[config.mk]
export PLATFORM = sky130hd
export DESIGN_NAME = alu_acc
export DESIGN_NICKNAME = d
export VERILOG_FILES = /design/src/rtl/alu_acc.sv
export SDC_FILE = /design/constraint.sdc
export NUM_CORES = 1
export LEC_CHECK = 0
export CORE_ASPECT_RATIO = 1.25
export CORE_MARGIN = 5
export CORE_UTILIZATION = 33
export CTS_BUF_LIST = sky130_fd_sc_hd__clkbuf_8
export CTS_CLUSTER_DIAMETER = 100
export DETAILED_ROUTE_END_ITERATION = 8
export PLACE_DENSITY = 0.55
export SETUP_SLACK_MARGIN = 0.3
export SLEW_MARGIN = 20
export SYNTH_ARGS = -nofsm -noshare
export SYNTH_HDL_FRONTEND = slang
export SYNTH_SLANG_ARGS = --single-unit
[constraint.sdc]
create_clock -name clk -period 8.95 [get_ports clk]
set_input_delay 0.895 -clock clk [delete_from_list [all_inputs] [get_ports clk]]
set_output_delay 0.895 -clock clk [all_outputs]
set_load 0.02 [all_outputs]
[src/rtl/alu_acc.sv]
// alu_acc: accumulator ALU with registered flags, a valid/ready input
// handshake and a multi-cycle shift-add multiplier. ALU_Out is the accumulator.
module alu_acc #(
  parameter int WIDTH = 8
) (
  input  logic             clk,
  input  logic             rst_n,
  input  logic             in_valid,
  output logic             in_ready,
  input  logic [3:0]       opcode,
  input  logic [WIDTH-1:0] A,
  input  logic [WIDTH-1:0] B,
  output logic             out_valid,
  output logic [WIDTH-1:0] ALU_Out,
  output logic             zero,
  output logic             carry,
  output logic             negative,
  output logic             overflow,
  output logic             err
);

  localparam int CW  = $clog2(WIDTH);
  localparam int MSB = WIDTH - 1;

  localparam logic [3:0] OP_ADD  = 4'b0000;
  localparam logic [3:0] OP_SUB  = 4'b0001;
  localparam logic [3:0] OP_MUL  = 4'b0010;
  localparam logic [3:0] OP_AND  = 4'b0100;
  localparam logic [3:0] OP_OR   = 4'b0101;
  localparam logic [3:0] OP_XOR  = 4'b0110;
  localparam logic [3:0] OP_NOT  = 4'b0111;
  localparam logic [3:0] OP_SHL  = 4'b1000;
  localparam logic [3:0] OP_SHR  = 4'b1001;
  localparam logic [3:0] OP_ACC  = 4'b1010;
  localparam logic [3:0] OP_CLR  = 4'b1011;
  localparam logic [3:0] OP_CMP  = 4'b1100;
  localparam logic [3:0] OP_PASS = 4'b1101;

  typedef enum logic {S_IDLE, S_MUL} state_t;

  state_t                 state_q, state_d;
  logic [WIDTH-1:0]       alu_out_q, alu_out_d;
  logic                   zero_q, zero_d;
  logic                   carry_q, carry_d;
  logic                   neg_q, neg_d;
  logic                   ovf_q, ovf_d;
  logic                   err_q, err_d;
  logic                   out_valid_q, out_valid_d;
  logic [WIDTH-1:0]       a_q, a_d;
  logic [WIDTH-1:0]       b_q, b_d;
  logic [2*WIDTH-1:0]     prod_q, prod_d;
  logic [CW-1:0]          cnt_q, cnt_d;

  // Single-cycle datapath intermediates (widened by one bit to expose carry/borrow)
  logic [WIDTH:0]         add_full, sub_full, acc_full, shl_ext, shr_ext;
  logic                   big_shift;
  logic [2*WIDTH-1:0]     mul_addend, prod_next;

  // Decoded result of a single-cycle op
  logic [WIDTH-1:0]       res;      // value written to the accumulator
  logic [WIDTH-1:0]       fval;     // value that zero/negative are derived from
  logic                   res_c, res_v, res_wr, res_rsvd, res_mul;

  assign add_full  = {1'b0, A} + {1'b0, B};
  assign sub_full  = {1'b0, A} - {1'b0, B};
  assign acc_full  = {1'b0, alu_out_q} + {1'b0, A};
  // The extra bit catches the last bit shifted out in either direction
  assign shl_ext   = {1'b0, A} << B;
  assign shr_ext   = {A, 1'b0} >> B;
  assign big_shift = ({1'b0, B} >= (WIDTH+1)'(WIDTH));

  // One shift-add step: add A<<i into the product when bit i of B is set
  assign mul_addend = b_q[cnt_q] ? ({{WIDTH{1'b0}}, a_q} << cnt_q) : '0;
  assign prod_next  = prod_q + mul_addend;

  assign in_ready  = rst_n & (state_q == S_IDLE);
  assign out_valid = out_valid_q;
  assign ALU_Out   = alu_out_q;
  assign zero      = zero_q;
  assign carry     = carry_q;
  assign negative  = neg_q;
  assign overflow  = ovf_q;
  assign err       = err_q;

  // Opcode decode: result, flag sources and write-back enable for one-cycle ops
  always_comb begin
    res      = alu_out_q;
    fval     = alu_out_q;
    res_c    = 1'b0;
    res_v    = 1'b0;
    res_wr   = 1'b1;
    res_rsvd = 1'b0;
    res_mul  = 1'b0;
    case (opcode)
      OP_ADD: begin
        res   = add_full[MSB:0];
        res_c = add_full[WIDTH];
        res_v = (A[MSB] == B[MSB]) && (add_full[MSB] != A[MSB]);
      end
      OP_SUB, OP_CMP: begin
        res    = sub_full[MSB:0];
        res_c  = sub_full[WIDTH];
        res_v  = (A[MSB] != B[MSB]) && (sub_full[MSB] != A[MSB]);
        res_wr = (opcode == OP_SUB);
      end
      OP_MUL:  res_mul = 1'b1;
      OP_AND:  res = A & B;
      OP_OR:   res = A | B;
      OP_XOR:  res = A ^ B;
      OP_NOT:  res = ~A;
      OP_SHL: begin
        res   = big_shift ? '0 : shl_ext[MSB:0];
        res_c = big_shift ? 1'b0 : shl_ext[WIDTH];
      end
      OP_SHR: begin
        res   = big_shift ? '0 : shr_ext[WIDTH:1];
        res_c = big_shift ? 1'b0 : shr_ext[0];
      end
      OP_ACC: begin
        res   = acc_full[MSB:0];
        res_c = acc_full[WIDTH];
        res_v = (alu_out_q[MSB] == A[MSB]) && (acc_full[MSB] != alu_out_q[MSB]);
      end
      OP_CLR:  res = '0;
      OP_PASS: res = A;
      default: begin
        res_rsvd = 1'b1;
        res_wr   = 1'b0;
      end
    endcase
    // CMP reports flags of A-B without touching the accumulator
    fval = (opcode == OP_CMP) ? sub_full[MSB:0] : res;
  end

  // FSM next state plus accumulator/flag write-back on completion
  always_comb begin
    state_d     = state_q;
    alu_out_d   = alu_out_q;
    zero_d      = zero_q;
    carry_d     = carry_q;
    neg_d       = neg_q;
    ovf_d       = ovf_q;
    err_d       = err_q;
    out_valid_d = 1'b0;
    a_d         = a_q;
    b_d         = b_q;
    prod_d      = prod_q;
    cnt_d       = cnt_q;
    case (state_q)
      S_IDLE: begin
        if (in_valid) begin
          if (res_mul) begin
            state_d = S_MUL;
            a_d     = A;
            b_d     = B;
            prod_d  = '0;
            cnt_d   = '0;
          end else begin
            out_valid_d = 1'b1;
            if (res_rsvd) begin
              err_d = 1'b1;
            end else begin
              err_d   = 1'b0;
              zero_d  = (fval == '0);
              neg_d   = fval[MSB];
              carry_d = res_c;
              ovf_d   = res_v;
              if (res_wr) alu_out_d = res;
            end
          end
        end
      end
      S_MUL: begin
        prod_d = prod_next;
        cnt_d  = cnt_q + 1'b1;
        if (cnt_q == CW'(WIDTH - 1)) begin
          state_d     = S_IDLE;
          out_valid_d = 1'b1;
          alu_out_d   = prod_next[MSB:0];
          zero_d      = (prod_next[MSB:0] == '0);
          neg_d       = prod_next[MSB];
          carry_d     = |prod_next[2*WIDTH-1:WIDTH];
          ovf_d       = 1'b0;
          err_d       = 1'b0;
        end
      end
      default: state_d = S_IDLE;
    endcase
  end

  // State registers; reset abandons any in-flight multiply
  always_ff @(posedge clk or negedge rst_n) begin
    if (!rst_n) begin
      state_q     <= S_IDLE;
      alu_out_q   <= '0;
      zero_q      <= 1'b0;
      carry_q     <= 1'b0;
      neg_q       <= 1'b0;
      ovf_q       <= 1'b0;
      err_q       <= 1'b0;
      out_valid_q <= 1'b0;
      a_q         <= '0;
      b_q         <= '0;
      prod_q      <= '0;
      cnt_q       <= '0;
    end else begin
      state_q     <= state_d;
      alu_out_q   <= alu_out_d;
      zero_q      <= zero_d;
      carry_q     <= carry_d;
      neg_q       <= neg_d;
      ovf_q       <= ovf_d;
      err_q       <= err_d;
      out_valid_q <= out_valid_d;
      a_q         <= a_d;
      b_q         <= b_d;
      prod_q      <= prod_d;
      cnt_q       <= cnt_d;
    end
  end

endmodule

==> metrics.md <==
| Metric | Value |
|---|---|
| Synth async-reset ratio | `1.000` |
| Number of synthesized flops with an enable pin | `0` |
| CP Data Required Time | `9.16 ns` |
| Area Overhead vs Synth | `11.15%` |
| Buffers on Ports | `37` |
| Crit Path Category | `reg -> reg` |
| Net Sw Frac | `0.4797` |
| Synthesized instance count | `703` |
| Post-route ant nets | `0` |
| Clock network fraction of total power | `0.113` |
| Core footprint | `16,780 µm²` |
| FP Rows | `53` |
| Root Driver | `clkbuf_8` |
| Drc violations | `0` |
| Num CTS Buffers | `5` |
| Syn Area/Cell | `8.014 µm²` |
| Unrepaired setup endpoints after global routing | `no` |
| Final setup TNS | `0 ns` |
| DR pass1 iterations | `5` |
| Final period util | `0.5132` |
| Pleak | `0.002696 µW` |
| Slew @ Worst Pin | `1.058 ns` |
| Area share of the largest cell type after synthesis | `0.2221` |
| Die height | `156.1 µm` |
| Final setup violating endpoints | `0` |
| Hold Slack | `0.4903 ns` |
| Initial antenna violation count | `0` |
| Slew headroom | `0.2945` |
| Sequential power share | `0.282` |
| Crit-path cells | `mux4_2 > nand2_1 > nor3_1 > ha_1 > a211o_1 > a211oi_4 > o311ai_2 > a41oi_2 > xnor2_1 > or4_1 > o41a_1 > o32a_1` |
| H-tree depth | `2` |
| Cell variety after synth | `78` |
| Hold_buf cts | `0` |
| Fin. max-slew vios | `0` |
| Largest net degree at the start of global routing | `52` |
| Die ar. | `19,800 µm²` |
| Starting Density | `0.3358` |
| Drt initial violations | `471` |
| CP peak stage delay | `0.79 ns` |
| IO Count | `38` |
| Die Wd | `126.9 µm` |
| Average wire per standard cell | `21.72 µm` |
| Design Area, Final | `6262 µm²` |
| Area after DPL | `6148 µm²` |
| Layout cells sized above 1 | `0.06443` |
| TritonCTS clock tree | `done` |
| Worst setup EP type | `flop` |
| Mapped Area | `5634 µm²` |
| Tmin final | `4.593 ns` |
| Syn. warnings | `0` |
| Int Pwr | `780.0 µW` |
| Fin. Hold Viols | `0` |
| Synth cell count leaders | `nand2_1, nor2_1, dfrtp_1` |
| Crit path DAT | `4.81 ns` |
| Post-synthesis sequential area ratio | `0.2221` |
| DRT Wirelength | `20,290 µm` |
| Clk_skew | `0.005443 ns` |
| Top-count cell post-synth | `nand2_1` |
| Setup Fix Bufs, Post-CTS | `0` |
| Vias in the first global route | `5,719` |
| Top_reg_cell synth | `dfrtp_1` |
| Ant. Diodes | `0` |
| Status | `completed` |
| Min-delay worst type | `reg -> reg` |
| GPL Wtd Cong | `0.9837` |
| Placed insts | `926` |
| Buffer depth of the longest clock path | `2` |
| Slowest cell on the critical path | `dfrtp_1` |
| Synth top area cells | `dfrtp_1, ha_1, mux2i_1, nand2_1, nor2_1` |
| Max Clk Rate | `0.2177 GHz` |
| Syn nets | `779` |
| CTS sink cnt | `50` |
| Pwr dens | `239.4 nW/µm²` |
| HPWL after detailed placement | `15,740 µm` |
| Logic pwr share | `0.604` |
| CP startpoint kind | `flop` |
| Non-filler instance count after layout | `934` |
| Worst ir drop on vdd | `0.08461 mV` |
| PostCTS Resize Cnt | `0` |
| Via count | `5,555` |
| Crit-path max FO | `19` |
| Total GRT Usage | `0.2021` |
| Max_cap viols | `0` |
| Area leader, netlist | `dfrtp_1` |
| Reg clk slew, reported paths | `0.10 ns` |
| First-pass GRT wire length | `31,660 µm` |
| Clk Latency, worst-skew pair | `0.32 ns` |
| GR Overflow Total | `0` |
| Synthesis-stage register bit count | `50` |
| Vias per Instance | `5.948` |
| Nets | `789` |
| Psw | `719.0 µW` |
==> routing by layer <==
| metal | track usage | vias to the layer above | share of wire |
|---|---|---|---|
| met3 | 0.01575 | 46 | 0.046 |
| met4 | 0.07920 | 0 | 0.031 |
| li1 | - | 2610 | - |
| met5 | 0 | - | 0 |
| met2 | 0.3741 | 193 | 0.52 |
| met1 | 0.2411 | 2706 | 0.40 |
==> registers in the layout, summed over array words and instances, names as in the netlist <==
name	cells
negative	1
carry	1
err	1
ALU_Out	8
out_valid	1
zero	1
a_q	8
b_q	8
overflow	1
cnt_q	3
state_q	1
prod_q	16
==> power groups by stage <==
| stage | clock network, µW | registers, µW | logic (µW) |
|---|---|---|---|
| final | 170 | 423 | 906 |
| after global routing | 185 | 437 | 991 |
| after CTS | 173 | 423 | 907 |
| after detailed placement | 0 | 427 | 902 |
| after global placement | 0 | 422 | 886 |
| after floorplan | 0 | 413 | 639 |
==> kinds of logic (layout without fill, tap and decap cells) <==
family | count (synthesis) | in the layout | share of synthesized area
AO/OA/AOI/OAI | 229 | 229 | 0.2769
XOR/XNOR | 24 | 24 | 0.03731
adder cells (fa/ha/maj) | 53 | 53 | 0.1230
buffers and inverters | 72 | 83 | 0.05441
flip-flops | 50 | 50 | 0.2221
multiplexers | 44 | 44 | 0.09283
AND/OR/NAND/NOR | 231 | 231 | 0.1934
==> per-stage QoR <==
step | total power, µW | setup WS (ns) | utilization
floorplan | 1052 | 4.988 | -
global placement | 1308 | 3.922 | 0.3665
detailed placement | 1329 | 3.688 | 0.3665
CTS | 1504 | 4.034 | 0.3732
global route | 1612 | 4.144 | 0.3733
finish | 1499 | 4.357 | 0.3733
==> cell type report <==
class	instances	area, µm²
well taps	220	275.3
clock buffers	5	68.82
fillers	1781	10520
inverters	29	108.9
repair buffers	46	427.9
multi-input cells	581	4086
flip-flops and latches	50	1251
clock inverters	3	43.79
==> cell usage in the layout, fill, tap and decap left out, types with 10 or more instances in the layout <==
| cell | count |
|---|---|
| mux2i_1 | 32 |
| a21o_1 | 11 |
| nor2b_1 | 10 |
| nor3_1 | 14 |
| o21ai_0 | 44 |
| nand2_1 | 71 |
| inv_1 | 21 |
| o21ai_1 | 13 |
| ha_1 | 49 |
| xnor2_1 | 15 |
| clkdlybuf4s50_1 | 35 |
| a21oi_1 | 47 |
| nor2_1 | 69 |
| nand3_1 | 15 |
| o211ai_1 | 11 |
| nand2b_1 | 13 |
| a22o_1 | 13 |
| dfrtp_1 | 50 |
==> worst max-delay path, delay by kind of cell, from the launching register on <==
kind | cells | cell delay, ns
xor+xnor | 1 | 0.12
mux | 1 | 0.36
simple gates | 3 | 1.04
fa+ha+maj | 1 | 0.36
flops | 1 | 0.79
compound gates | 6 | 1.81
==> worst paths after layout <==
| path | start | slack [ns] | cells after the start | to |
|---|---|---|---|---|
| setup / recovery | cnt_q[1]$_DFFE_PN0P_ | 4.36 | 12 | carry$_DFFE_PN0P_ |
| hold / removal | b_q[4]$_DFFE_PN0P_ | 0.49 | 2 | b_q[4]$_DFFE_PN0P_ |
| setup reg to reg | cnt_q[1]$_DFFE_PN0P_ | 4.36 | 12 | carry$_DFFE_PN0P_ |
| hold reg to reg | b_q[4]$_DFFE_PN0P_ | 0.49 | 2 | b_q[4]$_DFFE_PN0P_ |
| max in group asynchronous | rst_n | 7.83 | 2 | ALU_Out[1]$_DFFE_PN0P_ |
| min in group asynchronous | rst_n | 0.68 | 2 | carry$_DFFE_PN0P_ |
No activity file was read; power rests on OpenSTA's default activity.
